### src/rtl/loader_pkg.sv
`default_nettype none
// ============================================================================
//  Module      : loader_pkg
//  Description : Shared types and constants for the program loader.
//  Revision    : 1.0 - initial release
// ============================================================================
package loader_pkg;

    localparam int          WORD_BYTES = 4;
    localparam logic [31:0] NOP_INSTR  = 32'h0000_0013;

    typedef enum logic [1:0] {
        IDLE  = 2'd0,
        RECV  = 2'd1,
        WRITE = 2'd2,
        DONE  = 2'd3
    } state_t;

endpackage
`default_nettype wire

### src/rtl/byte_packer.sv
`default_nettype none
// ============================================================================
//  Module      : byte_packer
//  Description : Assembles little-endian bytes into a 32-bit word. o_word
//                already contains the byte offered this cycle so the word is
//                complete in the same cycle the last byte is accepted.
//  Revision    : 1.0 - initial release
// ============================================================================
module byte_packer
    import loader_pkg::*;
(
    input  logic        clk,
    input  logic        i_rst_n,
    input  logic        i_clear,
    input  logic        i_accept,
    input  logic [7:0]  i_byte,
    output logic        o_last,
    output logic [31:0] o_word
);

    localparam int c_idx_w = $clog2(WORD_BYTES);

    logic [c_idx_w-1:0] r_idx;
    logic [31:0]        r_asm;

    // Byte index and assembly register; index wraps back to 0 after the last byte
    always_ff @(posedge clk or negedge i_rst_n) begin
        if (!i_rst_n) begin
            r_idx <= '0;
            r_asm <= '0;
        end else if (i_clear) begin
            r_idx <= '0;
            r_asm <= '0;
        end else if (i_accept) begin
            r_asm[8*r_idx +: 8] <= i_byte;
            r_idx               <= r_idx + 1'b1;
        end
    end

    // Current word with the incoming byte merged into its lane
    always_comb begin
        o_word              = r_asm;
        o_word[8*r_idx +: 8] = i_byte;
    end

    assign o_last = (r_idx == c_idx_w'(WORD_BYTES - 1));

endmodule
`default_nettype wire

### src/rtl/program_loader.sv
`default_nettype none
// ============================================================================
//  Module      : program_loader
//  Description : Receives a byte stream, packs it into 32-bit words and writes
//                them to instruction memory, then releases the core reset.
//                Optional feature macro: LOADER_CHECKSUM_EN (adds a trailing
//                XOR checksum word that must match before the core is run).
//  Revision    : 1.0 - initial release
// ============================================================================
module program_loader
    import loader_pkg::*;
#(
    parameter int          ADDR_WIDTH = 10,
    parameter int unsigned BASE_ADDR  = 0
) (
    input  logic                  clk,
    input  logic                  reset,
    input  logic                  start,
    input  logic [ADDR_WIDTH:0]   word_count,
    input  logic                  byte_valid,
    input  logic [7:0]            byte_data,
    output logic                  byte_ready,
    output logic                  imem_we,
    output logic [ADDR_WIDTH-1:0] imem_addr,
    output logic [31:0]           imem_wdata,
    output logic                  core_reset,
    output logic                  busy,
    output logic                  done,
    output logic                  error
);

    localparam logic [ADDR_WIDTH-1:0] c_base_addr = BASE_ADDR[ADDR_WIDTH-1:0];
    localparam logic [ADDR_WIDTH:0]   c_max_words = {1'b1, {ADDR_WIDTH{1'b0}}};
`ifdef LOADER_CHECKSUM_EN
    localparam bit c_cksum_en = 1'b1;
`else
    localparam bit c_cksum_en = 1'b0;
`endif

    state_t                r_state, w_next;
    logic [ADDR_WIDTH:0]   r_word_count, r_count, w_count_inc;
    logic [ADDR_WIDTH-1:0] r_addr, r_imem_addr;
    logic [31:0]           r_imem_wdata, w_word;
    logic                  r_done, r_error;
    logic                  w_idle_like, w_count_ok, w_start_go, w_start_bad;
    logic                  w_accept, w_pk_last, w_last, w_final_write;
    logic                  w_cksum_phase, w_cksum_ok;

    assign w_idle_like   = (r_state == IDLE) || (r_state == DONE);
    assign w_count_ok    = (word_count != '0) && (word_count <= c_max_words);
    assign w_start_go    = start && w_idle_like && w_count_ok;
    assign w_start_bad   = start && w_idle_like && !w_count_ok;
    assign w_accept      = byte_valid && (r_state == RECV);
    assign w_last        = w_accept && w_pk_last;
    assign w_count_inc   = r_count + 1'b1;
    assign w_final_write = (r_state == WRITE) && (w_count_inc == r_word_count);

    byte_packer u_packer (
        .clk      (clk),
        .i_rst_n  (reset),
        .i_clear  (w_start_go),
        .i_accept (w_accept),
        .i_byte   (byte_data),
        .o_last   (w_pk_last),
        .o_word   (w_word)
    );

`ifdef LOADER_CHECKSUM_EN
    logic        r_cksum_phase;
    logic [31:0] r_xor;

    // Running XOR of written words; the word after the last payload is the checksum
    always_ff @(posedge clk or negedge reset) begin
        if (!reset) begin
            r_cksum_phase <= 1'b0;
            r_xor         <= '0;
        end else if (w_start_go) begin
            r_cksum_phase <= 1'b0;
            r_xor         <= '0;
        end else if (r_state == WRITE) begin
            r_xor <= r_xor ^ r_imem_wdata;
            if (w_final_write) begin
                r_cksum_phase <= 1'b1;
            end
        end
    end

    assign w_cksum_phase = r_cksum_phase;
    assign w_cksum_ok    = (w_word == r_xor);
`else
    assign w_cksum_phase = 1'b0;
    assign w_cksum_ok    = 1'b0;
`endif

    // State register
    always_ff @(posedge clk or negedge reset) begin
        if (!reset) begin
            r_state <= IDLE;
        end else begin
            r_state <= w_next;
        end
    end

    // Next-state and state-decoded outputs
    always_comb begin
        w_next     = r_state;
        byte_ready = 1'b0;
        imem_we    = 1'b0;
        busy       = 1'b0;
        core_reset = 1'b0;
        case (r_state)
            IDLE, DONE: begin
                core_reset = (r_state == DONE) && !r_error;
                if (w_start_go) begin
                    w_next = RECV;
                end else if (w_start_bad) begin
                    w_next = IDLE;
                end
            end
            RECV: begin
                byte_ready = 1'b1;
                busy       = 1'b1;
                if (w_last) begin
                    if (!w_cksum_phase) begin
                        w_next = WRITE;
                    end else if (w_cksum_ok) begin
                        w_next = DONE;
                    end else begin
                        w_next = IDLE;
                    end
                end
            end
            WRITE: begin
                imem_we = 1'b1;
                busy    = 1'b1;
                if (!w_final_write || c_cksum_en) begin
                    w_next = RECV;
                end else begin
                    w_next = DONE;
                end
            end
            default: w_next = IDLE;
        endcase
    end

    // Address/counter, write-port registers and status flags
    always_ff @(posedge clk or negedge reset) begin
        if (!reset) begin
            r_addr       <= c_base_addr;
            r_count      <= '0;
            r_word_count <= '0;
            r_imem_addr  <= c_base_addr;
            r_imem_wdata <= '0;
            r_done       <= 1'b0;
            r_error      <= 1'b0;
        end else begin
            if (w_start_go) begin
                r_addr       <= c_base_addr;
                r_count      <= '0;
                r_word_count <= word_count;
                r_done       <= 1'b0;
                r_error      <= 1'b0;
            end else if (w_start_bad) begin
                r_done  <= 1'b0;
                r_error <= 1'b1;
            end
            // Capture the completed word so the write port holds it afterwards
            if (w_last && !w_cksum_phase) begin
                r_imem_addr  <= r_addr;
                r_imem_wdata <= w_word;
            end
            if (r_state == WRITE) begin
                r_addr  <= r_addr + 1'b1;
                r_count <= w_count_inc;
                if (w_final_write && !c_cksum_en) begin
                    r_done <= 1'b1;
                end
            end
            if (w_last && w_cksum_phase) begin
                r_done  <= w_cksum_ok;
                r_error <= !w_cksum_ok;
            end
        end
    end

    assign imem_addr  = r_imem_addr;
    assign imem_wdata = r_imem_wdata;
    assign done       = r_done;
    assign error      = r_error;

endmodule
`default_nettype wire

### config.mk
export PLATFORM = sky130hd
export DESIGN_NAME = program_loader
export DESIGN_NICKNAME = d
export VERILOG_FILES = /design/src/rtl/loader_pkg.sv /design/src/rtl/byte_packer.sv /design/src/rtl/program_loader.sv
export SDC_FILE = /design/constraint.sdc
export NUM_CORES = 1
export LEC_CHECK = 0
export ABC_CLOCK_PERIOD_IN_PS = 4500
export CAP_MARGIN = 20
export CORE_MARGIN = 2
export CORE_UTILIZATION = 59
export DETAILED_ROUTE_END_ITERATION = 10
export HOLD_SLACK_MARGIN = 0.08
export PLACE_DENSITY = 0.84
export RECOVER_POWER = 100
export SLEW_MARGIN = 5
export SYNTH_ARGS = -nofsm -noshare
export SYNTH_HDL_FRONTEND = slang
export SYNTH_HIERARCHICAL = 1
export SYNTH_SLANG_ARGS = --single-unit
### constraint.sdc
create_clock -name clk -period 4.5 [get_ports clk]
set_input_delay 1.35 -clock clk [delete_from_list [all_inputs] [get_ports clk]]
set_output_delay 1.35 -clock clk [all_outputs]
set_load 0.05 [all_outputs]
Word-level counts from Yosys, hierarchy flattened. Index checks and enable logic that the tools add are counted.

Logic and storage cells: 67. Input port bits: 23. Output and inout bits: 48. Flip-flop bits (word level): 112.

$lt $le $gt $ge: 1. Equality and inequality tests: 7. Multiplexer cells: 24. Reduce and logical (&&, ||, !) cells: 19. Shift-type cells: 2. Add/sub/neg operators: 4.

Operators by type and width (number): two-way mux 32 bit (2); negation 5 -> 34 bit (1); variable shift 8 x 34 -> 32 bit, first input constant (1); indexed part select 8 x 34 -> 32 bit (1); bitwise mux 32 bit (1); two-way mux 11 bit (2); two-way mux 10 bit (2); two-way mux 2 bit (6); adder 11 x 1 -> 11 bit, second input constant (1); equality test 11 bit (1); less-or-equal comparator 11 bit, second input constant (1); nonzero test 11 bit (1); adder 10 x 1 -> 10 bit, second input constant (1); two-way mux 1 bit (10); logical AND 1 bit (8); equality test 2 bit, second input constant (3); one-hot mux 2 bit (3 select lines) (1); nonzero test 2 bit (3); OR reduction 2 bit (2); inequality test 3 x 2 -> 1 bit, second input constant (1); adder 2 x 1 -> 2 bit, second input constant (1); equality test 2 x 1 -> 1 bit, second input constant (1); logical NOT 1 bit (2); logical NOT 2 bit (1); other kinds (3) (3).

Depth between registers and ports, before layout.
Word-level depth: 8. Depth in mapped cells: 10. Mapped depth without buffers: 8.

By module. Netlist, hierarchy kept.

Modules (own cells, without submodules): program_loader (cells an instance 345, sequential area each 1951.9 um^2, area each 3702.3 um^2, instances 1); byte_packer (cells an instance 234, sequential area each 850.8 um^2, area each 2057.0 um^2, instances 1).

Least setup slack after synthesis. No wires, ideal clock.

Kind: input -> register. From: in word_count[7]. To: reg u_packer.r_idx[0]. Path slack: 1.349 ns. Library setup time: 0.132 ns. Required time: 4.368 ns. Buffers on the path: 4. Arrival: 3.019 ns. Stages: 9. Path through: nor4_2 -> a31oi_1 -> or3b_1 -> buf_6 -> clkinv_4 -> buf_4 -> clkbuf_1 -> clkbuf_1 -> nor2_1.

Cells in the longest elaborated chain, start to end: 4. Elaborated cells on any way between the ends: 6. Classes of those cells: order compare (1); mux (1); reduce/logical (4).

RTL lines: from (decl) (line program_loader.sv:19) `input logic [ADDR_WIDTH:0] word_count,`; less-or-equal comparator 11 bit or nonzero test 11 bit (tied branches) (line program_loader.sv:50) `assign w_count_ok = (word_count != '0) && (word_count <= c_max_words);`; logical AND 1 bit * (line program_loader.sv:50); logical AND 1 bit * (line program_loader.sv:51) `assign w_start_go = start && w_idle_like && w_count_ok;`; net w_start_go (line program_loader.sv:45) `logic w_idle_like, w_count_ok, w_start_go, w_start_bad;`; two-way mux 2 bit or nonzero test 2 bit (tied branches); to (signal assigned) (line byte_packer.sv:36) `r_idx <= r_idx + 1'b1;`; to (decl) (line byte_packer.sv:23) `logic [c_idx_w-1:0] r_idx;`.

The timed path passes the listed nets; every way through them passes the cells marked *. A chain may end at the register's enable or synchronous reset.

Worst setup path in the final report.
From: in word_count[1]. To: reg r_count[2].

Cells in the longest elaborated chain, start to end: 4. Elaborated cells on any way between the ends: 5. Classes of those cells: order compare (1); reduce/logical (4).

RTL lines: less-or-equal comparator 11 bit or nonzero test 11 bit (tied branches) (line program_loader.sv:50); logical AND 1 bit * (line program_loader.sv:50); logical AND 1 bit * (line program_loader.sv:51); nonzero test 2 bit (no line) *; to (signal assigned) (line program_loader.sv:174) `r_count <= w_count_inc;`; to (decl) (line program_loader.sv:41) `logic [ADDR_WIDTH:0] r_word_count, r_count, w_count_inc;`.

Mark *: on every way between the ends. The rest lies on a longest branch, timed or not.

==> impl_results.md <==
- Final slew viol count: roughly 70
- Worst slew margin: -0.0959
- Max-cap viol count: 1
- Average cell area after synthesis: ~10 um^2
- Outcome: finished with violations
- Final TNS setup: 0 ns
- Synth Register Bits: 112
- Final worst clock skew: 0.00504 ns
- CP delay by family, top: simple AND/OR/NAND/NOR gates
- Worst Path Buf+Inv: 3
- Ordered cell list for the critical path: dlygate4sd3_1 -> nor4_1 -> nand4_1 -> or3b_1 -> buf_4 -> clkinv_4 -> nor2_1 -> o21ai_0 -> o21ai_0
- Layout-stage area growth over the synthesis result: 15.9%
- Vias after detailed routing: around 4600
- Floorplan die area: 0.0106 mm^2
- Fin crit share: 0.872
- ANT nets after route: 0
- I/O pins: 71
- Largest net degree at the start of global routing: 80
- Final hold slack: around 0.49 ns
- Via-per-instance ratio: around 6.0
- Warnings, synthesis: 6
- Worst setup slack after layout: roughly 0.58 ns
- Worst-path maximum fanout: between 40 and 50
- Setup repair after global routing missed its margin: no
- Sequential fraction of the synthesis area: 0.487
- Starting DRC count in detailed routing: between 300 and 400
- Final HPWL DP: about 8.6 mm
- Highest-delay cell along the critical path: sky130_fd_sc_hd__nor2_1
- TritonCTS clock tree: yes
- Static leakage power: between 3 and 4 nW
- Most area-consuming cells after synthesis: sky130_fd_sc_hd__dfrtp_1, sky130_fd_sc_hd__mux2_2, sky130_fd_sc_hd__nand2_1, sky130_fd_sc_hd__a22o_1, sky130_fd_sc_hd__nand4_1
- Total number of placement rows: 36
- Kind of critical path: in -> reg
- Total inserted antenna cells: 0
- Setup Fix Bufs, Post-CTS: 0
- Hold-fix buffers, CTS: 0
- Area share of the leading cell type in the synthesized netlist: 0.487
- Area of the core: just under 0.01 mm^2
- Nature of the critical path endpoint: flop
- Number of buffers created by CTS: 9
- Top-count cell post-synth: sky130_fd_sc_hd__dfrtp_1
- Root buffer cell: sky130_fd_sc_hd__clkbuf_8
- Commonest cells in the synthesized netlist: sky130_fd_sc_hd__dfrtp_1, sky130_fd_sc_hd__nand2_1, sky130_fd_sc_hd__mux2_2, sky130_fd_sc_hd__a21oi_1, sky130_fd_sc_hd__nand4_1
- Number of H-tree branching levels: 3
- Overall fraction of global-route tracks in use: 0.265
- Clock network latency to the later pin of the worst-skew pair: between 0.3 and 0.4 ns
- Most common cell type on the critical path: sky130_fd_sc_hd__o21ai_0
- Setup crit start kind: input pin
- Buffer depth of the longest clock path: 2
- Post-synth cell types: 60
- Slowest cell delay on critical path: 0.63 ns
- Leading area contributor after synthesis: sky130_fd_sc_hd__dfrtp_1
- Count of flip-flops with a built-in enable after synthesis: 0
- Failing checks: capacitance limit, slew limit
- Power after layout: between 3 and 4 mW
- Hold/Removal Path Class: reg -> reg
- Non-Filler Instances: roughly 760
- Pwr Density: slightly above 500 mW/mm^2
- Effective utilization at floorplan: 0.597
- Most used DFF post-synth: sky130_fd_sc_hd__dfrtp_1
- Clock slew at reported path FFs: about 0.1 ns
- Number of nets in the layout: 658
- Pin slew with the least headroom to its limit: ~1.6 ns
- Share of flip-flops with an asynchronous set or reset after synthesis: 1.00
- Hold Vio Cnt, Final: 0
- Routed length per instance: approximately 17 um
- Maximum vdd ir drop: 221 uV
- Die Wd: 103 um
- Syn_nets: a little over 600
- DRC Markers: 0
- Post-cts resize count: 0
- DRT Pass-1 Iters: 5
- Initial antenna violation count: 0
- CP Data Arrival Time: around 4.2 ns
- Post-Route WL: approximately 13 mm
- First-pass GRT wire length: ~22 mm
- Tmin final: 3.92 ns
- Input/output buffers: 70
- Clk sinks: around 110
- Chip height: ~100 um
- Placed cells: ~750
- Fmax: around 0.25 GHz
- Fraction of final layout cells sized beyond drive strength 1: 0.113
- Overall overflow remaining after global route: 0
- Final GP Congestion: ~0.85
- Setup violation total in the final timing report: 0
- Required time of the critical path: between 4 and 5 ns
- Minimum setup slack after placement: between 0.7 and 0.8 ns
- Via count of the first global-routing pass: between 4000 and 5000
- Mapped cell area: 0.00576 mm^2
- Syn Inst Count: just under 600
-- path summary, 6_finish.rpt --
path,start,cells past startpoint,slack [ns],endpoint
hold / removal,done,2,0.49,done
setup / recovery,word_count[1],9,0.58,r_count[2]
hold reg to reg,done,2,0.49,done
setup reg to reg,r_state[0],9,1.71,r_count[2]
min in group asynchronous,reset,1,0.97,imem_wdata[14]
max in group asynchronous,reset,3,1.13,r_count[5]
-- layout make-up --
class | instances | area [um^2]
fill | 723 | 2960
sequential | 112 | 2800
multi-input combinational | 402 | 2620
timing repair buffer | 77 | 736
tap | 133 | 166
clock buffer | 11 | 131
clock inverter | 5 | 129
inverter | 22 | 87.6
-- cell families after synthesis --
family	after synthesis	share of synthesized area
adder cells (fa/ha/maj)	11	0.0239
flip-flops	112	0.487
AND/OR/NAND/NOR	212	0.189
AO/OA/AOI/OAI	114	0.128
buffers and inverters	65	0.0539
XOR/XNOR	18	0.0274
multiplexers	47	0.0912
-- sequential cells by signal, summed over array words and instances (netlist names) --
signal and cells:
imem_addr 10, u_packer/r_asm 32, r_count 11, r_addr 10, r_word_count 11, r_state 2
done 1, u_packer/r_idx 2, error 1, imem_wdata 32
-- layer usage --
metal	GRT usage	vias up	part of all wire
met1	0.386	2281	0.45
met3	0.0325	20	0.052
li1	-	2125	-
met5	0	-	0
met2	0.416	176	0.49
met4	0.0881	0	0.012
-- metrics by stage --
| stage | instance area, um^2 | util |
|---|---|---|
| 2_1_floorplan | 5760 | - |
| 3_3_place_gp | 6450 | 0.669 |
| 3_5_place_dp | 6450 | 0.669 |
| 4_1_cts | 6710 | 0.696 |
| 5_1_grt | 6680 | 0.692 |
| 6_report | 6680 | 0.692 |
-- power by group --
group	leakage, nW	total, mW	switching [mW]	internal (mW)
clock	0.128	0.754	0.327	0.427
sequential	1.53	1.34	0.155	1.18
combinational	1.41	1.31	0.861	0.449
-- worst register-to-register path, stage by stage (launching register included) --
cell,delay [ns]
sky130_fd_sc_hd__dfrtp_1,0.44
sky130_fd_sc_hd__inv_1,0.06
sky130_fd_sc_hd__ha_1,0.39
sky130_fd_sc_hd__nand2_1,0.13
sky130_fd_sc_hd__or3b_1,0.12
sky130_fd_sc_hd__buf_4,0.28
sky130_fd_sc_hd__clkinv_4,0.34
sky130_fd_sc_hd__nor2_1,0.64
sky130_fd_sc_hd__o21ai_0,0.22
sky130_fd_sc_hd__o21ai_0,0.11
-- layout by cell type (no fill, tap or decap), types with 2 or more instances in the layout --
master / synthesis / final
sky130_fd_sc_hd__nand2_1: 110 / 110
sky130_fd_sc_hd__buf_4: 3 / 3
sky130_fd_sc_hd__a211oi_1: 1 / 2
sky130_fd_sc_hd__mux2_2: 43 / 43
sky130_fd_sc_hd__nor2b_1: 6 / 6
sky130_fd_sc_hd__a22o_1: 23 / 23
sky130_fd_sc_hd__bufinv_16: 0 / 4
sky130_fd_sc_hd__o211ai_1: 3 / 3
sky130_fd_sc_hd__and3_1: 2 / 3
sky130_fd_sc_hd__clkbuf_1: 17 / 4
sky130_fd_sc_hd__nand4_1: 30 / 30
sky130_fd_sc_hd__dfrtp_1: 112 / 112
sky130_fd_sc_hd__a21oi_1: 36 / 36
sky130_fd_sc_hd__nand4b_1: 6 / 6
sky130_fd_sc_hd__o21ai_1: 6 / 3
sky130_fd_sc_hd__xnor2_1: 15 / 15
sky130_fd_sc_hd__o22ai_1: 9 / 9
sky130_fd_sc_hd__nand3_1: 10 / 10
sky130_fd_sc_hd__nor4_1: 1 / 2
sky130_fd_sc_hd__and2_1: 6 / 5
sky130_fd_sc_hd__mux2i_1: 3 / 3
sky130_fd_sc_hd__ha_1: 11 / 11
sky130_fd_sc_hd__o21ai_0: 20 / 23
sky130_fd_sc_hd__a311oi_1: 3 / 3
sky130_fd_sc_hd__clkbuf_2: 7 / 3
sky130_fd_sc_hd__and4_1: 2 / 2
sky130_fd_sc_hd__a31oi_1: 3 / 3
sky130_fd_sc_hd__dlygate4sd3_1: 0 / 50
sky130_fd_sc_hd__clkdlybuf4s50_1: 0 / 19
sky130_fd_sc_hd__xor2_1: 3 / 3
sky130_fd_sc_hd__nand2b_1: 4 / 4
sky130_fd_sc_hd__clkinv_4: 1 / 2
sky130_fd_sc_hd__nor3b_1: 3 / 3
sky130_fd_sc_hd__nor2_1: 17 / 18
sky130_fd_sc_hd__inv_1: 20 / 20
sky130_fd_sc_hd__clkbuf_8: 0 / 9
sky130_fd_sc_hd__nor3_1: 2 / 2
Power figures use the tool's default switching activity.
==> RTL edit 1, RTL diff (same settings) <==
Add a define of `LOADER_CHECKSUM_EN`.
--- a/src/rtl/program_loader.sv
+++ b/src/rtl/program_loader.sv
@@ -9,2 +9,4 @@
 // ============================================================================
+`define LOADER_CHECKSUM_EN
+
 module program_loader
Function: changed (a bounded check fails within 10 cycles, from zero or initial values and one cycle with reset low).
==> RTL edit 1 against the unedited design <==
Area after synthesis is 30% higher; the run still ends with max-capacitance violations, max-slew violations left; critical endpoint is now u_packer/r_asm[30]; die area is 29% higher; core utilization is 1.8 points higher; highest routed layer unchanged; sequential cell count is 33 higher; total power is 24% higher; synthesized cell count is 30% higher; clock power is 120% higher; critical path type unchanged; setup slack worse by 0.26 ns; wire length is 42% higher; largest power group is now clock; final area is 33% higher.
==> RTL edit 1: results (changes against the unedited design) <==
stage	metric	value	unit	change
logic_synthesis	ranking of synthesized cells by area	sky130_fd_sc_hd__dfrtp_1 (48%), sky130_fd_sc_hd__nand2_1 (7.3%), sky130_fd_sc_hd__mux2_2 (7.2%)		
place	cell area reported after detailed placement	0.00824	mm^2	+28%
setup_path	CP Data Arrival Time	4.47	ns	+0.25 ns
power_and_ir_drop	register share of total power	35.8	%	-3.5 points
outcome	outcome	complete, but fails checks		
logic_synthesis	complex-gate fraction of the synthesized area	9.19	%	-3.6 points
detailed_routing	number of design-rule violations left by the first detailed-router iteration	526		+33%
cts	TritonCTS buffer count	17		+8
logic_synthesis	net count of the mapped netlist	784		+28%
logic_synthesis	distinct cell type count after synthesis	56		-6.7%
detailed_routing	met1 wire length	7540	um	+27%
detailed_routing	wire length after detailed routing	18800	um	+42%
flow_run	Max-cap violations	1		unchanged
timing	maximum clock skew at final layout	0.0132	ns	+0.00813 ns
setup_path	Crit Reg-Reg Endpoint	r_state[1]		
global_route	global-route wire length before repair	30300	um	+38%
power_and_ir_drop	Power Clock	1.63	mW	+120%
setup_path	Largest stage delay, worst path	0.79	ns	+0.16 ns
outcome	violations in the final reports	max-capacitance violations, max-slew violations		
place	GPL Wtd Cong	0.939		+10%
logic_synthesis	proportion of synthesized area in mux cells	8.16	%	-0.97 points
global_route	via count of the first global-routing pass	5949		+33%
logic_synthesis	post-synthesis sequential area ratio	48.5	%	-0.19 points
power_and_ir_drop	Pint	2.87	mW	+39%
setup_path	reg-to-reg startpoint	u_packer/r_idx[0]		
detailed_routing	Avg Vias per Cell	6.04		about the same
global_route	met2 routing resource usage after global routing	48.6	%	+7.0 points
timing	Worst Slack Setup Final	0.319	ns	-0.258 ns
place	detailed placement HPWL	12400	um	+44%
global_route	maximum number of pins on one net before global-route repair	100		+25%
cts	clock tree root buffer cell	sky130_fd_sc_hd__clkbuf_16		
cts	maximum level of the CTS H-tree	4		+1
final_layout	Nets	830		+26%
setup_path	Critical path origin	word_count[5]		
global_route	GR met1 Demand/Resource	36.4	%	-2.2 points
cts	register clock-pin slew on the reported worst setup and hold paths	0.06	ns	-0.04 ns
timing	number of pins exceeding their max-slew limit in the final report	99		+43%
global_route	Global Route Usage Sum	29.2	%	+2.7 points
global_route	met3 layer usage reported by global route	5.71	%	+2.5 points
setup_path	CP Max Fanout	45		-4.3%
## RTL edit 1: final cells by class
cell class | count | share of cell area, %
Clock buffer | 22 | 5.44
Clock inverter | 10 | 2.28
Inverter | 21 | 0.886
Multi-Input combinational cell | 532 | 39.4
Sequential cell | 145 | 40.8
Tap cell | 172 | 2.42
Timing Repair Buffer | 79 | 8.76
## RTL edit 1: metrics by stage
stage          hold slack, ns  utilization (%)  std cells
6_report                0.489             71.1        981
4_1_cts                 0.496             71.3        981
3_3_place_gp            0.467             65.8        949
3_5_place_dp            0.478             65.8        949
2_1_floorplan           0.447                -        750
5_1_grt                 0.506             71.1        981
## RTL edit 1: worst max-delay path, delay by kind of cell
| family | cells | cell delay [ns] |
|---|---|---|
| muxes | 1 | 0.13 |
| buffers and inverters | 3 | 1.67 |
| AOI/OAI and AO/OA | 1 | 0.09 |
| and+or+nand+nor | 3 | 1.21 |
==> RTL edit 2, RTL diff (config.mk and constraints unchanged) <==
Without the edit above. The 4 states of `state_t` get a one-hot encoding in 4 bits.
--- a/src/rtl/loader_pkg.sv
+++ b/src/rtl/loader_pkg.sv
@@ -11,7 +11,7 @@
 
-    typedef enum logic [1:0] {
-        IDLE  = 2'd0,
-        RECV  = 2'd1,
-        WRITE = 2'd2,
-        DONE  = 2'd3
+    typedef enum logic [3:0] {
+        IDLE  = 4'b0001,
+        RECV  = 4'b0010,
+        WRITE = 4'b0100,
+        DONE  = 4'b1000
     } state_t;
Behaviour: same outputs for any inputs over 10 cycles, from zero or initial values and one cycle with reset low; not proved beyond that.
==> RTL edit 2 against the unedited design <==
The run still ends with max-capacitance violations, max-slew violations left; setup slack lost 0.37 ns; wire length grew 3.8%; final area grew 5.4%; final cell count grew 9.1%; sequential cell count grew 2; area after synthesis grew 0.35%; count of clock-buffer cells in the layout grew 13; global-route usage grew 1.4 points; critical path type is now flop to output pin; largest cell class unchanged.
Power is not compared: it rests on default switching activity, and its combinational part moved more than twofold at a synthesized area within 25%.
==> RTL edit 2: results (changes against the unedited design) <==
stage	metric	value	unit	change
final_layout	Nets	716		+8.8%
logic_synthesis	complex-gate fraction of the synthesized area	12.7	%	-0.11 points
detailed_routing	total number of vias	4932		+7.2%
timing	maximum clock skew at final layout	0.00771	ns	+0.00267 ns
logic_synthesis	most instantiated cells after synthesis	sky130_fd_sc_hd__nand2_1 (192), sky130_fd_sc_hd__dfrtp_1 (113), sky130_fd_sc_hd__a21oi_1 (34)		
timing	min cycle time layout	4.30	ns	+0.373 ns
detailed_routing	number of design-rule violations left by the first detailed-router iteration	294		-26%
logic_synthesis	net count of the mapped netlist	671		+9.5%
outcome	violations in the final reports	max-capacitance violations, max-slew violations		
logic_synthesis	post-synthesis cell count	640		+11%
timing	worst-case hold slack	0.463	ns	-0.0314 ns
logic_synthesis	ranking of synthesized cells by area	sky130_fd_sc_hd__dfrtp_1 (49%), sky130_fd_sc_hd__nand2_1 (12%), sky130_fd_sc_hd__nand4_1 (3.6%)		
outcome	outcome	complete, but fails checks		
flow_run	Max-cap violations	1		unchanged
timing	number of pins exceeding their max-slew limit in the final report	53		-23%
setup_path	CP Max Fanout	24		-49%
place	worst-case setup slack after placement	0.588	ns	-0.205 ns
logic_synthesis	proportion of synthesized area in mux cells	3.01	%	-6.1 points
cts	register clock-pin slew on the reported worst setup and hold paths	0.05	ns	-0.05 ns
setup_path	Largest stage delay, worst path	0.86	ns	+0.23 ns
global_route	via count of the first global-routing pass	4762		+6.4%
setup_path	dominant delay contributor by cell family on the critical path	buffers and inverters		
timing	measured slew at the worst slew-check pin	2.77	ns	+1.13 ns
place	cell area reported after detailed placement	0.00644	mm^2	about the same
setup_path	endpoint of the worst setup timing path	busy		
hold_path	worst hold path endpoint	imem_addr[6]		
setup_path	setup slack, reg-to-reg	1.64	ns	-0.07 ns
global_route	maximum number of pins on one net before global-route repair	63		-21%
cts	TritonCTS buffer count	17		+8
logic_synthesis	distinct cell type count after synthesis	58		-3.3%
global_route	Global Route Usage Sum	27.8	%	+1.4 points
place	cell count after placement	799		+7.2%
hold_path	worst hold start	imem_addr[6]		
cts	maximum level of the CTS H-tree	4		+1
logic_synthesis	post-synthesis xor/xnor area fraction	2.58	%	-0.16 points
logic_synthesis	share of synthesized cell area in full adder, half adder and majority cells	1.73	%	-0.66 points
==> RTL edit 2: cell count changes in the layout (fill, tap and decap cells not counted), sizes merged, moves of 4 or more <==
cell,change
nor2b,-4
xnor2,-7
nor2,+9
nand2,+82
xor2,+6
clkbuf,+10
mux2,-33
==> RTL edit 2: per-layer routing <==
| layer | global-route usage [%] | vias up | wire (um) |
|---|---|---|---|
| li1 | - | 2299 | - |
| met1 | 33.8 | 2408 | 5450 |
| met3 | 7.66 | 36 | 772 |
| met2 | 46.7 | 189 | 7080 |
| met5 | 0 | - | 0 |
| met4 | 12.1 | 0 | 435 |
==> RTL edit 2: final cells by class <==
type	count	area, um^2
Clock buffer	24	510
Clock inverter	8	97.6
Fill cell	722	2600
Inverter	19	71.3
Multi-Input combinational cell	457	2570
Sequential cell	114	2850
Tap cell	133	166
Timing Repair Buffer	76	761
